File: config.mk
export PLATFORM = sky130hd
export DESIGN_NAME = output_limit_ctrl
export DESIGN_NICKNAME = d
export VERILOG_FILES = /design/src/rtl/output_limit_ctrl_pkg.sv /design/src/rtl/output_limit_idle_timer.sv /design/src/rtl/output_limit_ctrl.sv
export SDC_FILE = /design/constraint.sdc
export NUM_CORES = 1
export LEC_CHECK = 0
export BUFFER_PORTS_ARGS = -buffer_cell sky130_fd_sc_hd__buf_2
export CORE_MARGIN = 2
export CORE_UTILIZATION = 45
export DETAILED_ROUTE_END_ITERATION = 10
export PLACE_DENSITY = 0.83
export SLEW_MARGIN = 20
export SYNTH_ARGS = -nofsm -noshare
export SYNTH_HDL_FRONTEND = slang
export SYNTH_SLANG_ARGS = --single-unit
File: constraint.sdc
create_clock -name IFCLK -period 1.9 [get_ports IFCLK]
set_input_delay 0.38 -clock IFCLK [delete_from_list [all_inputs] [get_ports IFCLK]]
set_output_delay 0.38 -clock IFCLK [all_outputs]
set_load 0.02 [all_outputs]
File: src/rtl/output_limit_ctrl_pkg.sv
// Shared state encoding and default word-count width for the output-limit path.
// The vendor-command block sizes its limit registers from OLC_WORD_CNT_W too.
package output_limit_ctrl_pkg;

    localparam int OLC_WORD_CNT_W = 16;

    typedef enum logic [1:0] {
        OLC_IDLE   = 2'd0,
        OLC_ACTIVE = 2'd1,
        OLC_DONE   = 2'd2
    } olc_state_e;

endpackage

File: src/rtl/output_limit_idle_timer.sv
// Idle-cycle timer for the ACTIVE phase: counts cycles without a pop and reports
// each TIMEOUT_CYCLES-long stall as one tick in a saturating 8-bit count.
module output_limit_idle_timer #(
    parameter int TIMEOUT_CYCLES = 4096
) (
    input  logic       clk,
    input  logic       rst_n,
    input  logic       active,
    input  logic       rd_en,
    input  logic       clear,
    output logic [7:0] tick_cnt
);

    localparam int CW = (TIMEOUT_CYCLES > 1) ? $clog2(TIMEOUT_CYCLES) : 1;

    logic [CW-1:0] idle_q, idle_d;
    logic [7:0]    tick_q, tick_d;

    always_comb begin
        idle_d = idle_q;
        tick_d = tick_q;
        if (!active || rd_en) begin
            idle_d = '0;
        end else if (idle_q == CW'(TIMEOUT_CYCLES - 1)) begin
            idle_d = '0;
            if (tick_q != 8'hFF) tick_d = tick_q + 8'd1;
        end else begin
            idle_d = idle_q + CW'(1);
        end
        if (clear) tick_d = '0;
    end

    always_ff @(posedge clk or negedge rst_n) begin
        if (!rst_n) begin
            idle_q <= '0;
            tick_q <= '0;
        end else begin
            idle_q <= idle_d;
            tick_q <= tick_d;
        end
    end

    assign tick_cnt = tick_q;

endmodule

File: src/rtl/output_limit_ctrl.sv
// Output-limit sequencer: snapshots a FIFO word grant on registration and gates
// exactly that many pops to the high-speed port. Optional OUTPUT_LIMIT_TIMEOUT_EN.
module output_limit_ctrl
    import output_limit_ctrl_pkg::*;
#(
    parameter int WORD_CNT_W     = OLC_WORD_CNT_W,
    parameter int TIMEOUT_CYCLES = 4096
) (
    input  logic                  IFCLK,
    input  logic                  RESET_N,
    input  logic                  output_mode_limit,
    input  logic                  reg_output_limit,
    input  logic [WORD_CNT_W-1:0] output_limit_min,
    input  logic [WORD_CNT_W-1:0] fifo_words,
    input  logic                  fifo_not_empty,
    input  logic                  hs_rd_req,
    output logic                  fifo_rd_en,
    output logic [WORD_CNT_W-1:0] output_limit,
    output logic                  output_limit_done,
    output logic                  output_err_overflow,
    output logic [7:0]            hs_io_timeout
);

    olc_state_e            state_q, state_d;
    logic [WORD_CNT_W-1:0] remaining_q, remaining_d;
    logic [WORD_CNT_W-1:0] output_limit_q, output_limit_d;
    logic                  done_q, done_d;
    logic                  ovf_q, ovf_d;
    logic [WORD_CNT_W-1:0] grant;
    logic                  reg_acc;
    logic                  is_active;
    logic                  cnt_ok;

    always_comb begin
        grant     = (fifo_words >= output_limit_min) ? fifo_words : '0;
        is_active = (state_q == OLC_ACTIVE);
        reg_acc   = reg_output_limit && !is_active;
        cnt_ok    = is_active && (remaining_q != '0);
        fifo_rd_en = hs_rd_req & fifo_not_empty & (output_mode_limit ? cnt_ok : 1'b1);

        state_d        = state_q;
        remaining_d    = remaining_q;
        output_limit_d = output_limit_q;
        done_d         = done_q;

        if (is_active) begin
            // Leaving limit mode abandons the grant but keeps output_limit visible.
            if (!output_mode_limit) begin
                remaining_d = '0;
                state_d     = OLC_DONE;
                done_d      = 1'b1;
            end else if (fifo_rd_en) begin
                remaining_d = remaining_q - WORD_CNT_W'(1);
                if (remaining_q == WORD_CNT_W'(1)) begin
                    state_d = OLC_DONE;
                    done_d  = 1'b1;
                end
            end
        end else if (reg_acc) begin
            output_limit_d = grant;
            if (output_mode_limit && (grant != '0)) begin
                remaining_d = grant;
                state_d     = OLC_ACTIVE;
                done_d      = 1'b0;
            end else begin
                remaining_d = '0;
                state_d     = OLC_DONE;
                done_d      = 1'b1;
            end
        end

        ovf_d = ovf_q;
        if (output_mode_limit && hs_rd_req && !cnt_ok) ovf_d = 1'b1;
        if (reg_acc) ovf_d = 1'b0;
    end

    always_ff @(posedge IFCLK or negedge RESET_N) begin
        if (!RESET_N) begin
            state_q        <= OLC_IDLE;
            remaining_q    <= '0;
            output_limit_q <= '0;
            done_q         <= 1'b1;
            ovf_q          <= 1'b0;
        end else begin
            state_q        <= state_d;
            remaining_q    <= remaining_d;
            output_limit_q <= output_limit_d;
            done_q         <= done_d;
            ovf_q          <= ovf_d;
        end
    end

    assign output_limit        = output_limit_q;
    assign output_limit_done   = done_q;
    assign output_err_overflow = ovf_q;

`ifdef OUTPUT_LIMIT_TIMEOUT_EN
    output_limit_idle_timer #(
        .TIMEOUT_CYCLES(TIMEOUT_CYCLES)
    ) u_idle_timer (
        .clk     (IFCLK),
        .rst_n   (RESET_N),
        .active  (is_active),
        .rd_en   (fifo_rd_en),
        .clear   (reg_acc),
        .tick_cnt(hs_io_timeout)
    );
`else
    logic unused_timeout_cfg;
    assign unused_timeout_cfg = (TIMEOUT_CYCLES != 0);
    assign hs_io_timeout      = '0;
`endif

endmodule

==> results of run 1 <==
## cell families (layout without fill, tap and decap cells)
group / Yosys count / in the layout
compound gates: 79 / 79
fa+ha+maj: 18 / 18
buf+inv: 37 / 161
flops: 36 / 36
mux: 1 / 1
other cells: 1 / 8
simple gates: 68 / 68
## state kept, by name, summed over array words and instances, names as in the netlist
signal,flops
output_limit,16
remaining_q,16
state_q,2
output_err_overflow,1
output_limit_done,1
## per-layer routing
layer | track usage (%) | vias to the layer above | wire (microns)
met5 | 0 | - | 0
met4 | 11.09 | 0 | 511
met3 | 6.043 | 58 | 1011
met2 | 52.95 | 228 | 4465
met1 | 38.87 | 1304 | 3305
li1 | - | 1167 | -
## stage by stage
step / setup WS, ps / setup TNS (ps) / std cells / util, %
floorplan: -258.3 / -5940 / 247 / -
global placement: -508.0 / -12430 / 418 / 63.76
detailed placement: -528.5 / -14060 / 418 / 63.76
CTS: -154.6 / -2080 / 438 / 71.94
global route: -260.9 / -5792 / 441 / 73.42
finish: -206.2 / -3772 / 441 / 73.42
## power groups by stage
| stage | logic (W) | registers (W) | clock network (W) |
|---|---|---|---|
| after CTS | 0.00170 | 0.00103 | 0.000578 |
| after floorplan | 0.000696 | 0.00111 | 0 |
| after global placement | 0.00137 | 0.00103 | 0 |
| final | 0.00189 | 0.00105 | 0.000579 |
| after detailed placement | 0.00142 | 0.00103 | 0 |
| after global routing | 0.00200 | 0.00106 | 0.000614 |
## final cells by class
type / instances / area (sq um) / area share, %
well taps: 70 / 87.58 / 2.351
inverters: 21 / 91.34 / 2.451
clock buffers: 8 / 90.09 / 2.418
multi-input cells: 174 / 1632 / 43.79
repair buffers: 132 / 923.4 / 24.78
flip-flops and latches: 36 / 902.1 / 24.21
## worst reg2reg max path, delay by kind of cell (launching register included)
| family | cells | cell delay [ps] |
|---|---|---|
| compound gates | 2 | 200 |
| flops | 1 | 390 |
| buf+inv | 3 | 470 |
| simple gates | 3 | 940 |
## synth_stat cells, types with 3 or more instances
cell type,n
buf_4,8
o21ai_0,8
a31oi_1,6
a21oi_1,15
ha_1,18
or4_1,3
nor3_1,6
inv_1,21
clkbuf_1,3
nand4_1,5
nor3b_1,6
nand2_1,9
o2bb2ai_1,9
nand2b_1,4
buf_2,4
nor2_1,10
a221o_1,5
a22o_1,16
dfrtp_1,35
o21a_1,4
nor4_1,11
and3_1,3
## final timing paths
kind / to / start
max: remaining_q[7] / remaining_q[0]
min: state_q[1] / RESET_N
max reg2reg: remaining_q[7] / remaining_q[0]
min reg2reg: output_err_overflow / output_err_overflow
max in group asynchronous: output_limit_done / RESET_N
min in group IFCLK: remaining_q[15] / fifo_words[15]
## repair_timing
| item | in CTS | in global routing |
|---|---|---|
| gates cloned | 1 | 0 |
| endpoints found under the setup margin | 36 | 36 |
| buffers inserted | 11 | 3 |
| pin swaps | 11 | 4 |
| gates resized for setup | 48 | 11 |
==> summary.txt, run 1 <==
Power and ir drop
  – Clock network fraction of total power: 16.5%
  – Register share of total power: 29.9%
  – VDD IR max: 547.0 uV
  – Switching portion of total power: 39.50%
  – Pleak: 1.809 nW
  – Design Power: 0.003514 W
  – Pwr/cell area: 943.2 nW/um^2
  – Internal: 0.002126 W
  – NetSw: 0.001388 W
  – Logic pwr share: 53.6%

Floorplan
  – Top Ports: 65
  – Initial Util: 46.20%
  – Die Span X: 76.19 microns
  – Core area: 5075 sq um
  – Die Area: 5804 sq um
  – Chip Height: 76.19 microns
  – Row count: 26

Synthesis
  – Post-synthesis mux area share: 0.4269%
  – Syn Inst Count: 240
  – Post-Synth Adder-Cell Area: 9.605%
  – Ranking of synthesized cells by area: dfrtp_1 (37%), ha_1 (9.6%), a22o_1 (6.0%), inv_1 (3.4%), o2bb2ai_1 (3.4%)
  – Post-Syn Area: 2345 sq um
  – Post-synthesis sequential area ratio: 38.47%
  – Ys flop type: dfrtp_1
  – Post-Synth XOR/XNOR Area: 0%
  – Post-synth EDFFs: 0
  – Synth top area share: 37.35%
  – Largest family of logic cells by synthesized area: compound AO/OA/AOI/OAI gates
  – Synth cell types: 48
  – Top cell type by total area after synthesis: dfrtp_1
  – Synth Area in Simple Gates: 17.72%
  – #FFs+latches synth: 36
  – Compound-Gate Fraction of Synth Area: 25.88%
  – Syn_area_per_cell: 9.770 sq um
  – Asr flop ratio synth: 100.0%
  – Warnings, synthesis: 0

Clock network
  – Deepest clock path buffer count: 2
  – Cts bufs inserted: 5
  – H-tree Lvls: 2
  – CTS Hold Bufs: 0
  – Clk root buf: clkbuf_8
  – TritonCTS clock tree: yes
  – Clock-pin slew on the worst setup and hold paths: 70 ps
  – Clk sinks: 36
  – Clk Latency, worst-skew pair: 300 ps

Place
  – Placer Congestion: 0.9186
  – PortBufs: 56
  – Placed Area: 3236 sq um
  – Detailed placer's ending HPWL: 5620 microns

Critical path
  – Delay-heaviest family, CP: simple AND/OR/NAND/NOR gates
  – Buf/Inv on CP: 3
  – Critical Path Max Stage Delay: 560 ps
  – Reg2Reg Depth: 8
  – Worst setup path category: flip-flop to flip-flop
  – CP arrival: 2280 ps
  – CP cell instances: buf_4 > or4_4 > nor4_2 > buf_4 > buf_4 > o21ai_1 > nor2_2 > o2bb2ai_4
  – Startpoint types: flip-flop
  – Reg-to-reg slack, setup: -210 ps
  – Worst Path Max Fanout: 6
  – Slowest-stage cell, CP: or4_4
  – Crit end category: flip-flop
  – Most used cell, CP: buf_4
  – WP data required: 2080 ps
  – CP Depth: 8

Hold path
  – Hold Crit Class: input pin to asynchronous set/reset pin

Timing
  – Hold_ws: 136.5 ps
  – Final min period: 2106 ps
  – RSZ-0062 raised after global routing: true
  – Slew Limit Fails: 0
  – Final hold vios: 0
  – Final worst clock skew: 6.450 ps
  – Final Setup Violations: 36
  – Fmax: 474.8 MHz
  – Period utilisation layout: 110.9%
  – Worst Tran Pin Value: 538.7 ps
  – Worst Setup Slack, final: -206.2 ps
  – Max-slew headroom: 63.75%

Layout
  – Layout filler cell count: 331
  – Synthesis-to-layout area growth: 58.91%
  – Antenna diode count: 0
  – Most common cell after layout, fill and taps aside: buf_4
  – Fin area: 3726 sq um
  – Commonest non-fill, non-tap cells in the layout: buf_4 (71), buf_2 (48), dfrtp_1 (35)
  – Final Net Count: 426
  – Layout cells sized above 1: 52.83%

Routing
  – Post-DR vias/cell: 6.252
  – DR DRC count: 0
  – Antenna viol nets, final: 0
  – Average wire per standard cell: 21.07 microns
  – First-pass detailed-route iteration total: 6
  – Total number of vias: 2757
  – Final wirelength: 9293 microns
  – DRT iter0 DRCs: 260

Global routing
  – Vias in the first global route: 2700
  – Global-route usage over all layers: 30.87%
  – Global-route wire length before repair: 14060 microns
  – Largest net degree at the start of global routing: 37
  – Grt ovf: 0
  – Initial antenna violation count: 0

Flow run
  – Max-cap viol count: 0

Outcome
  – Status: finished, violations left
  – Failing checks: setup timing
No activity file was read; power rests on OpenSTA's default activity.
==> inputs of run 2 (changes only) <==
- ABC_AREA: not set -> 1
- PLACE_DENSITY: 0.83 -> 0.81
==> run 2 against run 1 <==
Net effect:
- the flow still finishes with violations (setup timing)
- final area up 5.6%
- critical path depth grew 4
- non-clock buffer count shrank 25
- count of clock-buffer cells in the layout fell by 1
- largest cell class unchanged
- largest power group unchanged
==> summary.txt, run 2 <==
Clock network
  – H-tree Lvls: 2
  – TritonCTS clock tree: yes
  – Clk root buf: clkbuf_8
  – Deepest clock path buffer count: 2
  – Clock-pin slew on the worst setup and hold paths: 70 ps
  – Cts bufs inserted: 5
  – CTS Hold Bufs: 0
  – Clk sinks: 36
  – Clk Latency, worst-skew pair: 290 ps

Layout
  – Multi-input logic area: 1923 sq um
  – Layout cells sized above 1: 50.11%
  – Final std cells w/o fill: 550
  – Layout filler cell count: 449
  – Synthesis-to-layout area growth: 43.21%
  – Final Net Count: 531
  – Commonest non-fill, non-tap cells in the layout: nand2_1 (54), buf_2 (53), buf_4 (51)
  – Antenna diode count: 0
  – Register area: 904.6 sq um
  – Most common cell after layout, fill and taps aside: nand2_1

Timing
  – Fmax: 517.2 MHz
  – Final Setup Violations: 2
  – Final min period: 1934 ps
  – Final hold vios: 0
  – Worst Setup Slack, final: -33.61 ps
  – Period utilisation layout: 101.8%
  – Hold_ws: 126.7 ps
  – Slew Limit Fails: 0
  – RSZ-0062 raised after global routing: true
  – Final worst clock skew: 8.986 ps

Routing
  – DR DRC count: 0
  – Post-DR vias/cell: 5.125
  – WL met1: 3024 microns
  – First-pass detailed-route iteration total: 5
  – Total number of vias: 2819
  – Average wire per standard cell: 13.55 microns
  – WL met2: 3999 microns
  – Antenna viol nets, final: 0
  – DRT iter0 DRCs: 261
  – Highest metal used: met4
  – Final wirelength: 7454 microns
  – Met3 WL post-DR: 301 microns

Floorplan
  – Chip Height: 82.14 microns
  – Initial Util: 46.41%
  – Top Ports: 65
  – Die Area: 6747 sq um
  – Row count: 28
  – Die Span X: 82.14 microns
  – Core area: 5921 sq um

Synthesis
  – Synth cell types: 34
  – Asr flop ratio synth: 100.0%
  – Syn_area_per_cell: 7.446 sq um
  – Synth top area share: 31.88%
  – #FFs+latches synth: 36
  – Post-synth EDFFs: 0
  – Most frequent cells after synthesis: nand2_1 (69), inv_1 (54), nor2_1 (43), dfrtp_1 (35), o21ai_0 (30)
  – Warnings, synthesis: 0
  – Top cell type by total area after synthesis: dfrtp_1
  – Post-synthesis sequential area ratio: 32.83%
  – Syn Inst Count: 369
  – Post-Syn Area: 2748 sq um
  – Ys flop type: dfrtp_1
  – Ranking of synthesized cells by area: dfrtp_1 (32%), nand2_1 (9.4%), ha_1 (8.2%), inv_1 (7.4%), nor2_1 (5.9%)
  – Top-count cell post-synth: nand2_1

Flow run
  – Max-cap viol count: 0

Place
  – Detailed placer's ending HPWL: 4841 microns
  – PortBufs: 56
  – Post-placement cell count: 518
  – Placer Congestion: 0.8090

Global routing
  – Global-route wire length before repair: 11630 microns
  – Largest net degree at the start of global routing: 37
  – Initial antenna violation count: 0
  – Grt ovf: 0
  – Global-route usage over all layers: 22.27%
  – Vias in the first global route: 2747

Critical path
  – Worst Path Max Fanout: 4
  – CP arrival: 2150 ps
  – Startpoint types: flip-flop
  – Worst setup path category: flip-flop to flip-flop
  – WP data required: 2120 ps
  – Reg2Reg Depth: 12
  – Crit end category: flip-flop

Outcome
  – Failing checks: setup timing
  – Status: finished, violations left

Power and ir drop
  – VDD IR max: 502.8 uV
  – Pwr/cell area: 1116 nW/um^2
  – Pleak: 1.977 nW

Hold path
  – Hold Crit Class: input pin to asynchronous set/reset pin
## run 2: cell count changes in the layout (fill, tap and decap cells not counted), moves of 7 or more
cell | before | now
a22o_1 | 16 | 0
nand2_1 | 8 | 54
o2bb2ai_2 | 8 | 0
a21oi_2 | 2 | 21
a21oi_1 | 13 | 20
nand3_2 | 0 | 17
buf_4 | 71 | 51
nor2_4 | 0 | 9
nor2_1 | 8 | 37
buf_6 | 12 | 3
inv_1 | 13 | 41
o21ai_0 | 6 | 22
nand2_2 | 0 | 17
nor4_1 | 8 | 0
## run 2: metal layers
layer / GRT usage (%) / vias to the layer above
li1: - / 1383
met1: 25.79 / 1340
met2: 40.73 / 82
met3: 3.043 / 14
met4: 9.833 / 0
met5: 0 / -
## run 2: timing repair
item,CTS,global route
gates resized for setup,13,65
buffers inserted,16,8
endpoints found under the setup margin,10,20
pin swaps,9,36
gates cloned,1,2
endpoints found under the hold margin,0,0
## run 2: path summary, 6_finish.rpt
kind                                   start                  end  slack, ps
max                           remaining_q[1]      remaining_q[15]        -30
min                                  RESET_N      output_limit[2]        130
max reg2reg                   remaining_q[1]      remaining_q[15]        -30
min reg2reg                output_limit_done    output_limit_done        470
max in group asynchronous            RESET_N       remaining_q[3]       1410
min in group IFCLK                 hs_rd_req  output_err_overflow        420
## run 2: power by group
part / total (W) / switching [W] / leakage, nW / internal [W]
Combinational: 0.00248 / 0.00147 / 1.47 / 0.00101
Clock: 0.000589 / 0.000266 / 0.0503 / 0.000323
Sequential: 0.00132 / 0.000251 / 0.454 / 0.00107
## run 2: layout make-up
type	count	share of cell area, %
Sequential cell	36	22.99
Tap cell	75	2.385
Clock buffer	7	2.448
Multi-Input combinational cell	269	48.87
Inverter	56	5.978
Timing Repair Buffer	107	17.33
## run 2: metrics by stage
stage	utilization [%]	area (sq um)	total power (W)	setup WS (ps)	TNS (ps)
after floorplan	-	2929	0.002628	-37.36	-291.0
after global placement	56.99	3374	0.003047	-268.5	-4016
after detailed placement	56.99	3374	0.003108	-360.7	-5616
after CTS	61.52	3642	0.004014	2.833	0
after global routing	66.46	3935	0.004710	-137.9	-1426
final	66.46	3935	0.004392	-33.61	-45.62
## run 2: cell families after synthesis
logic type | count (synthesis) | share of synthesized area, %
flip-flops | 36 | 32.83
AO/OA/AOI/OAI | 82 | 17.85
adder cells (fa/ha/maj) | 18 | 8.197
AND/OR/NAND/NOR | 157 | 27.50
other | 1 | 0.1365
buffers and inverters | 74 | 13.16
XOR/XNOR | 1 | 0.3188
## run 2: worst max-delay path, cell delays in order, from the launching register on
cell	delay [ps]
dfrtp_1	390
buf_4	150
nor2_4	140
nand3_4	100
nor2_4	120
nand2_2	80
nor2_4	150
nand2_2	90
nor2_4	190
nand2_2	80
a21oi_2	190
a21oi_2	90
a21oi_2	110
